**src/rtl/ready_wait_ctrl.sv**
```systemverilog
`default_nettype none
// ============================================================================
// Module   : ready_wait_ctrl
// Purpose  : Per-channel ready/wait handshake tracker with saturating wait
//            counters, optional timeout abort and level/edge arming.
// Revision : 1.0 - initial release
// ============================================================================
module ready_wait_ctrl #(
  parameter int NCH       = 4,
  parameter int CNT_W     = 8,
  parameter int TIMEOUT   = 16,
  parameter int EDGE_MODE = 0
) (
  input  logic                 clk,
  input  logic                 rst,
  input  logic [NCH-1:0]       ready,
  input  logic [NCH-1:0]       readyp,
  output logic [NCH-1:0]       busy,
  output logic [NCH-1:0]       done,
  output logic [NCH-1:0]       tout,
  output logic [NCH*CNT_W-1:0] wait_cnt,
  output logic                 any_busy
);

  localparam logic [0:0]       ST_IDLE  = 1'b0;
  localparam logic [0:0]       ST_WAIT  = 1'b1;
  localparam logic [CNT_W-1:0] CNT_MAX  = '1;
  localparam logic [CNT_W-1:0] CNT_ONE  = CNT_W'(1);
  localparam logic             TO_EN    = (TIMEOUT != 0);
  localparam int               TO_M1    = (TIMEOUT != 0) ? TIMEOUT - 1 : 0;
  localparam logic [CNT_W-1:0] TO_LAST  = CNT_W'(TO_M1);

  logic [NCH-1:0] ready_prev_q;
  logic [NCH-1:0] ready_prev_d;
  logic [NCH-1:0] arm;
  logic [NCH-1:0] busy_nxt;
  logic           any_busy_q;
  logic           any_busy_d;

  // History is tracked every cycle so an edge is only seen on a true 0->1.
  always_comb begin
    ready_prev_d = ready;
    any_busy_d   = |busy_nxt;
  end

  assign arm = (EDGE_MODE != 0) ? (ready & ~ready_prev_q) : ready;

  always_ff @(posedge clk or posedge rst) begin
    if (rst) begin
      ready_prev_q <= '0;
      any_busy_q   <= 1'b0;
    end else begin
      ready_prev_q <= ready_prev_d;
      any_busy_q   <= any_busy_d;
    end
  end

  assign any_busy = any_busy_q;

  for (genvar i = 0; i < NCH; i++) begin : g_ch
    logic [0:0]       state_q, state_d;
    logic [CNT_W-1:0] cnt_q, cnt_d;
    logic [CNT_W-1:0] wcnt_q, wcnt_d;
    logic             busy_q, busy_d;
    logic             done_q, done_d;
    logic             tout_q, tout_d;
    logic [CNT_W-1:0] cnt_inc;

    always_comb begin
      cnt_inc = (cnt_q == CNT_MAX) ? cnt_q : cnt_q + CNT_ONE;
      state_d = state_q;
      cnt_d   = cnt_q;
      wcnt_d  = wcnt_q;
      done_d  = 1'b0;
      tout_d  = 1'b0;
      case (state_q)
        ST_IDLE: begin
          if (arm[i]) begin
            if (readyp[i]) begin
              done_d = 1'b1;
              wcnt_d = '0;
            end else begin
              state_d = ST_WAIT;
              cnt_d   = '0;
            end
          end
        end
        ST_WAIT: begin
          // Completion wins over a coincident timeout.
          if (readyp[i]) begin
            state_d = ST_IDLE;
            done_d  = 1'b1;
            wcnt_d  = cnt_inc;
          end else if (TO_EN && (cnt_q == TO_LAST)) begin
            state_d = ST_IDLE;
            tout_d  = 1'b1;
          end else begin
            cnt_d = cnt_inc;
          end
        end
        default: state_d = ST_IDLE;
      endcase
      busy_d = (state_d == ST_WAIT);
    end

    always_ff @(posedge clk or posedge rst) begin
      if (rst) begin
        state_q <= ST_IDLE;
        cnt_q   <= '0;
        wcnt_q  <= '0;
        busy_q  <= 1'b0;
        done_q  <= 1'b0;
        tout_q  <= 1'b0;
      end else begin
        state_q <= state_d;
        cnt_q   <= cnt_d;
        wcnt_q  <= wcnt_d;
        busy_q  <= busy_d;
        done_q  <= done_d;
        tout_q  <= tout_d;
      end
    end

    assign busy_nxt[i]                = busy_d;
    assign busy[i]                    = busy_q;
    assign done[i]                    = done_q;
    assign tout[i]                    = tout_q;
    assign wait_cnt[i*CNT_W +: CNT_W] = wcnt_q;
  end

endmodule
`default_nettype wire
```
**config.mk**
```make
export PLATFORM = sky130hd
export DESIGN_NAME = ready_wait_ctrl
export DESIGN_NICKNAME = d
export VERILOG_FILES = /design/src/rtl/ready_wait_ctrl.sv
export SDC_FILE = /design/constraint.sdc
export NUM_CORES = 1
export LEC_CHECK = 0
export BUFFER_PORTS_ARGS = -buffer_cell sky130_fd_sc_hd__buf_2
export CAP_MARGIN = 20
export CORE_MARGIN = 2
export CORE_UTILIZATION = 40
export CTS_BUF_LIST = sky130_fd_sc_hd__clkbuf_16
export DETAILED_ROUTE_END_ITERATION = 10
export HOLD_SLACK_MARGIN = 0.03
export PLACE_DENSITY = 0.6
export SETUP_SLACK_MARGIN = 0.05
export SYNTH_ARGS = -nofsm -noshare
export SYNTH_HDL_FRONTEND = slang
export SYNTH_SLANG_ARGS = --single-unit
export TNS_END_PERCENT = 50
```
**constraint.sdc**
```tcl
create_clock -name clk -period 2.6 [get_ports clk]
set_input_delay 0.52 -clock clk [delete_from_list [all_inputs] [get_ports clk]]
set_output_delay 0.52 -clock clk [all_outputs]
set_load 0.05 [all_outputs]
```
# After elaboration in Yosys (flattened, before gate mapping)
# Index checks and enable logic that the tools add are counted.
# totals
reg_bits,77
input_bits,10
output_inout_bits,45
elab_cells,154
# classes
n_addsub,4
eq_ne,32
muxes,84
n_bitwise,4
reduce_logical,9
# op_table
operator,n
$mux 8,32
$pmux 8 s2,8
$ne 2x2->1 const B,24
$mux 1,36
$add 8x1->8 const B,4
$eq 8x4->1 const B,4
$eq 8x8->1 const B,4
$pmux 1 s2,8
$reduce_and 4->1,4
$reduce_and 3->1,4
$not 1->1,4
$reduce_or 4->1,1

# Depth between registers and ports, before layout
# Gate-level depths: netlist (run 1).
# logic_depth
ltp_word,5
ltp_mapped,7
depth_no_buf,6

# Worst setup path before layout (run 1)
# No wires, ideal clock.
# synth_timing
kind,register -> register
from,register g_ch[0].cnt_q[0]
to,register g_ch[0].cnt_q[6]
setup_time_ps,125
t_arrival_ps,1823
path_slack_ps,652
path_stages_with_launch,7
path_buffers,2
synth_period_minus_slack_ps,1948
cell_sequence,dfrtp_1 > ha_1 > and3_1 > buf_6 > a311oi_2 > buf_4 > mux2_2
# synth_between
elab_chain_len,5
# synth_rtl
item,line,text
start: declaration,62,"logic [CNT_W-1:0] cnt_q, cnt_d;"
start signal: assignment,116,cnt_q <= cnt_d;
$add 8x1->8 or $eq 8x8->1 (tied branches),70,cnt_inc = (cnt_q == CNT_MAX) ? cnt_q : cnt_q + CNT_ONE;
$mux 8,70,
$mux 8,94,end else if (TO_EN && (cnt_q == TO_LAST)) begin
$mux 8,90,if (readyp[i]) begin
$pmux 8 s2,76,case (state_q)
# Several ways; a longest one is shown, not always the timed one. The select of a mux whose other input is x is not followed.
# A chain may end at the register's enable or synchronous reset.

# Worst setup path after layout (run 1)
# layout_timing
from,register g_ch[1].cnt_q[0]
to,register g_ch[1].cnt_q[5]
# layout_between
elab_chain_len,5
# layout_rtl
item,line
start: declaration,62
start signal: assignment,116
$add 8x1->8 or $eq 8x8->1 (tied branches),70
$mux 8,70
$mux 8,94
$mux 8,90
$pmux 8 s2,76
# Several ways; a longest one is shown, not always the timed one. The select of a mux whose other input is x is not followed.

==> metrics, run 1 <==
starting utilization of the core area 0.409; Resized cells post-CTS 0; worst setup path startpoint g_ch[1].cnt_q[0]$_DFFE_PP0P_; number of rows created at floorplan 36; fmax 448 MHz; final net count 466; IR Drop Worst-Case VDD between 300 and 400 uV; Die Width roughly 100 um; number of sinks handled by clock tree synthesis 77; max capacitance violation total 0; number of cells in the design after placement 574; setup slack of the most critical reg-to-reg path 0.37 ns; via count roughly 3200; Skew-Pair Late Insertion Delay 0.34 ns; number of global-route vias before repair 2919; Register Area 1930 sq um; Arrival @ worst endpoint 2.46 ns; maximum cell stage delay along the critical path about 0.64 ns; final sum of negative setup slack 0 ns; I/O pins 55; slowest cell on the critical path a221oi_2; final RePlAce weighted congestion 0.839; leading cell types by total area after synthesis dfrtp_1 49%, nand2_1 5.0%, o21ai_0 4.3%, o31ai_1 3.6%, a21oi_1 3.5%; Die H 104 um; antenna violations before repair 0; core footprint around 9700 sq um; hold bufs inserted after CTS 0; P per Cell Area 661 nW/um^2; required time reported for the critical path endpoint around 2.8 ns; Yosys cell types 60; layout-stage area growth over the synthesis result 15.0%; final non-filler cell area 4560 sq um; HPWL reported at the end of detailed placement approximately 5800 um; reg-to-reg endpoint g_ch[1].cnt_q[5]$_DFFE_PP0P_; cell type with the largest total area after synthesis dfrtp_1; async set or reset register ratio after synthesis 1.00; final standard cell count with taps included and fillers excluded 590; total global routing overflow 0; termination of the worst setup path g_ch[1].cnt_q[5]$_DFFE_PP0P_; Post-CTS Setup Repair Bufs 0; Post-Syn Nets 429; H-tree lvl count 3; final worst-path cycle share 0.859; path depth of the worst reg2reg path 5; number of filler cells placed in the layout 943; proportion of synthesized chip area in sequential cells 0.486; placed instance area 4250 sq um; WL per Instance around 14 um; P_leak 2.08 nW; synthesis warning total 0; clock slew at reported path FFs about 0.060 ns; critical path capture point type register; Antenna Violating Nets Remaining 0; CTS Root Buffer Type clkbuf_16; result of the run finished clean; Buffers on Ports 54; GRT Util Overall 0.159; footprint of the multi-input gates 1750 sq um; Least-Margin Pin Slew 0.761 ns; Gate Count Post-Synth about 420; Critical R2R Launch g_ch[1].cnt_q[0]$_DFFE_PP0P_; commonest register cell after synthesis dfrtp_1; number of DRC markers after the initial detailed-route iteration roughly 140; clock tree from TritonCTS built; count of TritonRoute iterations in the first routing pass 4; number of vias per cell approximately 5.4; Synth Cell Area between 3000 and 4000 sq um; worst-path maximum fanout 11; Period minus WS final roughly 2.2 ns; wire length of the first global-routing pass around 14000 um; worst-case clock buffer depth 2; count of flip-flops with a built-in enable after synthesis 0; detailed-route DRC error count 0; start-to-end type of the worst setup path reg -> reg; number of buffers created by CTS 9; diodes inserted 0; crit-path cells ha_1 > and4_1 > a221oi_2 > o21ai_0 > a32o_1; count of endpoints failing setup in the final report 0; Fin. Hold Viols 0; end-of-flow core utilization 0.471; fraction of final layout cells sized beyond drive strength 1 0.201; final worst clock skew 0.00751 ns; area of the die 10700 sq um; setup repair after global routing missed its margin false; max-slew violation count 0; post-synth top area share 0.486; final routed wirelength across all metal layers 8340 um; Setup crit start kind register; headroom to the max-slew limit 0.493; register bit count reported by yosys 77; pin count of the biggest net entering global routing 40; per-instance average area after synthesis 9.55 sq um; Hold/Removal Path Class in -> async
critical path: cells and delay by family, from the launching register on:
kind	cells	cell delay (ns)
flops	1	0.43
fa+ha+maj	1	0.34
compound gates	3	1.09
simple gates	1	0.26
synthesized netlist by cell type, types with 5 or more instances:
library cell and instances:
nor2_1 21, nand2_1 53, nor3_1 5, inv_1 18
o31ai_1 19, nand3_1 9, o22ai_1 5, mux2i_1 9
nand4_1 10, buf_2 7, o21ai_0 34, buf_4 14
a31oi_1 8, clkbuf_1 10, a21oi_1 28, xnor2_1 6
dfrtp_1 77, and3_1 8
flip-flops by register name, summed over array words and instances, names as in the netlist:
name / cells
any_busy: 1
g_ch.busy_q: 4
g_ch.cnt_q: 32
g_ch.done_q: 4
g_ch.tout_q: 4
g_ch.wcnt_q: 32
cells by family after synthesis:
logic type / share of synthesized area
DFF: 0.486
xor gates and xnor gates: 0.0221
buffers and inverters: 0.0732
and+or+nand+nor: 0.178
muxes: 0.0312
adders and majority gates: 0.0126
AOI/OAI and AO/OA: 0.197
routing by layer:
| metal | wire length, um | up-vias | global-route usage |
|---|---|---|---|
| met5 | 0 | - | 0 |
| met4 | 198 | 0 | 0.0685 |
| met3 | 327 | 19 | 0.0352 |
| met2 | 3760 | 70 | 0.246 |
| met1 | 4050 | 1507 | 0.215 |
| li1 | - | 1571 | - |
per-stage QoR:
step	power, mW	worst slack (ns)	hold slack, ns
after global placement	1.72	0.461	0.404
final	3.01	0.367	0.0451
after CTS	3.04	0.394	0.0434
after floorplan	1.63	0.113	0.508
after detailed placement	1.72	0.406	0.404
after global routing	3.13	0.168	0.0512
final cells by class:
type / count / area share
sequential: 77 / 0.423
multi-input combinational: 284 / 0.383
timing repair buffer: 61 / 0.0736
clock buffer: 9 / 0.0494
tap: 133 / 0.0365
clock inverter: 7 / 0.0178
inverter: 19 / 0.0165
power breakdown:
part	internal, mW	total, mW	switching [mW]	leakage (nW)
Clock	0.827	1.31	0.487	0.155
Sequential	1.25	1.32	0.0670	1.05
Combinational	0.107	0.379	0.271	0.880
layout by cell type (no fill, tap or decap), types with 3 or more instances in the layout:
master,instances
nor2b_1,3
a21oi_1,28
and2_1,4
and4_1,3
nand2b_1,3
o31ai_1,19
ha_1,4
o21ai_0,34
nor3_1,5
clkinv_2,3
clkbuf_16,9
buf_4,6
mux2i_1,9
mux2_2,3
nand3_1,9
xnor2_1,6
buf_2,54
dfrtp_1,77
nand2_1,53
nand4_1,10
and3_1,8
inv_1,18
xor2_1,4
o211ai_1,4
nor2_1,21
nor4_2,3
o22ai_1,5
a31oi_1,8
worst min-delay path by stage:
stage / slack (ns) / end
after floorplan: 0.51 / g_ch[2].cnt_q[0]$_DFFE_PP0P_
after global placement: 0.40 / g_ch[0].cnt_q[7]$_DFFE_PP0P_
after detailed placement: 0.40 / g_ch[0].cnt_q[7]$_DFFE_PP0P_
after CTS: 0.04 / g_ch[0].cnt_q[7]$_DFFE_PP0P_
after global routing: 0.05 / g_ch[0].cnt_q[7]$_DFFE_PP0P_
final: 0.05 / g_ch[0].cnt_q[6]$_DFFE_PP0P_
Note: power is estimated with default switching activity, not from simulation.
==> inputs of run 2 (changes only) <==
--- a/config.mk
+++ b/config.mk
@@ -9,10 +9,10 @@
 export CAP_MARGIN = 20
 export CORE_MARGIN = 2
 export CORE_UTILIZATION = 40
-export CTS_BUF_LIST = sky130_fd_sc_hd__clkbuf_16
 export DETAILED_ROUTE_END_ITERATION = 10
+export GPL_ROUTABILITY_DRIVEN = 0
 export HOLD_SLACK_MARGIN = 0.03
-export PLACE_DENSITY = 0.6
+export PLACE_DENSITY = 0.58
 export SETUP_SLACK_MARGIN = 0.05
 export SYNTH_ARGS = -nofsm -noshare
 export SYNTH_HDL_FRONTEND = slang
==> constraint.sdc (replaced) <==
create_clock -name clk -period 2.41 [get_ports clk]
set_input_delay 0.482 -clock clk [delete_from_list [all_inputs] [get_ports clk]]
set_output_delay 0.482 -clock clk [all_outputs]
set_load 0.05 [all_outputs]
==> run 2 against run 1 <==
Via count is 0.79% lower. Non-clock buffer count is 2 higher. Total power about the same. Clock power down 9.9%. Highest routed layer unchanged. Combinational power rose by 9.2%. Clock skew is 0.00092 ns higher. Utilization fell by 0.67 points. Setup slack worse by 0.061 ns. Die area unchanged. Sequential power rose by 8%. Global-route usage rose by 0.29 points.
==> metrics, run 2 (same netlist as run 1, synthesis figures left out) <==
final routed wirelength across all metal layers 8430 um (+1.0%); number of rows created at floorplan 36 (unchanged); result of the run finished clean; reg-to-reg endpoint g_ch[3].cnt_q[1]$_DFFE_PP0P_; Skew-Pair Late Insertion Delay 0.36 ns (+0.02 ns); pin count of the biggest net entering global routing 40 (unchanged); worst-case setup slack after placement 0.343 ns (-0.0628 ns); P per Cell Area 671 nW/um^2 (+1.5%); fmax 475 MHz (+6.1%); max-slew violation count 0 (unchanged); most frequent cells in the layout 77 x dfrtp_1, 54 x buf_2, 53 x nand2_1, 34 x o21ai_0, 28 x a21oi_1; final net count 468 (+0.43%); I/O pins 55 (unchanged); clock slew at reported path FFs 0.09 ns (+0.03 ns); starting utilization of the core area 0.409 (unchanged); core footprint 9680 sq um (unchanged); H-tree lvl count 3 (unchanged); clock tree from TritonCTS built; final sum of negative setup slack 0 ns (unchanged); headroom to the max-slew limit 0.572 (+0.0795); worst-case clock buffer depth 2 (unchanged); setup repair after global routing missed its margin false; termination of the worst setup path g_ch[3].cnt_q[1]$_DFFE_PP0P_; crit-path cells ha_1 > and3_1 > a31oi_2 > buf_4 > nand4_1 > o211ai_1; Period minus WS final 2.10 ns (-0.129 ns); maximum cell stage delay along the critical path 0.55 ns (-0.09 ns); worst setup path startpoint g_ch[3].cnt_q[1]$_DFFE_PP0P_; slowest cell on the critical path a31oi_2; HPWL reported at the end of detailed placement 5910 um (+2.1%); final worst-path cycle share 0.873 (+0.0142); Hold/Removal Path Class in -> async; diodes inserted 0 (unchanged); number of vias per cell 5.32 (-0.96%); Post-CTS Setup Repair Bufs 0 (unchanged); Critical R2R Launch g_ch[3].cnt_q[1]$_DFFE_PP0P_; worst-path maximum fanout 13 (+2); worst slack on hold paths 0.260 ns (+0.215 ns); number of buffers created by CTS 9 (unchanged); start-to-end type of the worst setup path reg -> reg; total global routing overflow 0 (unchanged); fraction of final layout cells sized beyond drive strength 1 0.210 (+0.00829); count of TritonRoute iterations in the first routing pass 4 (unchanged); Arrival @ worst endpoint 2.37 ns (-0.09 ns); Die Width 104 um (unchanged); P_leak 2.05 nW (-1.7%); Least-Margin Pin Slew 0.637 ns (-0.124 ns); number of DRC markers after the initial detailed-route iteration 125 (-13%); Fin. Hold Viols 0 (unchanged); Setup crit start kind register; Die H 104 um (unchanged); IR Drop Worst-Case VDD 300 uV (-22%); layout-stage area growth over the synthesis result 13.3%; required time reported for the critical path endpoint 2.68 ns (-0.14 ns); final worst clock skew 0.00842 ns (+0.000915 ns); CTS Root Buffer Type clkbuf_8; max capacitance violation total 0 (unchanged); WL per Instance 14.3 um (+0.87%); setup slack after layout 0.306 ns (-0.0611 ns); detailed-route DRC error count 0 (unchanged); hold bufs inserted after CTS 0 (unchanged); number of filler cells placed in the layout 958 (+1.6%); Antenna Violating Nets Remaining 0 (unchanged); path depth of the worst reg2reg path 6 (+1); GRT Util Overall 0.162 (+0.00294); Resized cells post-CTS 0 (unchanged); leading registers by flop count g_ch.cnt_q (32), g_ch.wcnt_q (32); number of sinks handled by clock tree synthesis 77 (unchanged); critical path capture point type register; count of endpoints failing setup in the final report 0 (unchanged); area of the die 10700 sq um (unchanged); most common cell after layout, fill and taps aside dfrtp_1; antenna violations before repair 0 (unchanged); via count 3142 (-0.79%); wire length of the first global-routing pass 14400 um (+2.3%); number of global-route vias before repair 2968 (+1.7%); Buffers on Ports 54 (unchanged); setup slack of the most critical reg-to-reg path 0.31 ns (-0.06 ns)
[run 2: cell count changes in the layout (fill, tap and decap cells not counted), sizes merged]
cell and delta:
inv -1, clkinvlp +1, buf +2, bufinv +1, clkinv -2
[run 2: metal layers]
metal / share of wire / GRT usage
met5: 0 / 0
met3: 0.042 / 0.0315
met4: 0.014 / 0.0647
met1: 0.49 / 0.228
met2: 0.46 / 0.246
[run 2: how the worst min path moves through the flow]
| stage | startpoint | to | depth (start not counted) |
|---|---|---|---|
| after floorplan | g_ch[2].cnt_q[0]$_DFFE_PP0P_ | g_ch[2].cnt_q[0]$_DFFE_PP0P_ | 1 |
| after global routing | rst | g_ch[2].wcnt_q[7]$_DFFE_PP0P_ | 3 |
| after CTS | rst | g_ch[2].wcnt_q[7]$_DFFE_PP0P_ | 3 |
| after global placement | g_ch[3].wcnt_q[2]$_DFFE_PP0P_ | g_ch[3].wcnt_q[2]$_DFFE_PP0P_ | 1 |
| after detailed placement | g_ch[1].wcnt_q[6]$_DFFE_PP0P_ | g_ch[1].wcnt_q[6]$_DFFE_PP0P_ | 2 |
| final | rst | g_ch[2].wcnt_q[7]$_DFFE_PP0P_ | 3 |
[run 2: cell type report]
cell class,count,area (sq um),area share
Tap cell,133,166,0.0370
Sequential cell,77,1930,0.429
Timing Repair Buffer,63,338,0.0752
Clock buffer,9,124,0.0276
Multi-Input combinational cell,284,1750,0.389
Clock inverter,6,113,0.0251
Inverter,19,77.6,0.0173
[run 2: metrics by stage]
step | area, sq um | power (mW) | instances | utilization
floorplan | 3970 | 1.76 | 415 | -
detailed placement | 4260 | 1.86 | 576 | 0.440
global placement | 4260 | 1.85 | 576 | 0.440
finish | 4490 | 3.01 | 591 | 0.464
global route | 4490 | 3.14 | 591 | 0.464
CTS | 4490 | 3.05 | 591 | 0.464
[run 2: critical path: cells and delay by family (launching register included)]
kind,cells,cell delay [ns]
AOI/OAI and AO/OA,2,0.67
adders and majority gates,1,0.30
buffers and inverters,1,0.24
DFF,1,0.44
and+or+nand+nor,2,0.38
[run 2: power by group]
part	total, mW	leakage [nW]	internal (mW)	switching (mW)
combinational	0.414	0.881	0.117	0.297
clock	1.18	0.119	0.684	0.497
sequential	1.42	1.05	1.35	0.0689
total	3.01	2.05	2.15	0.863
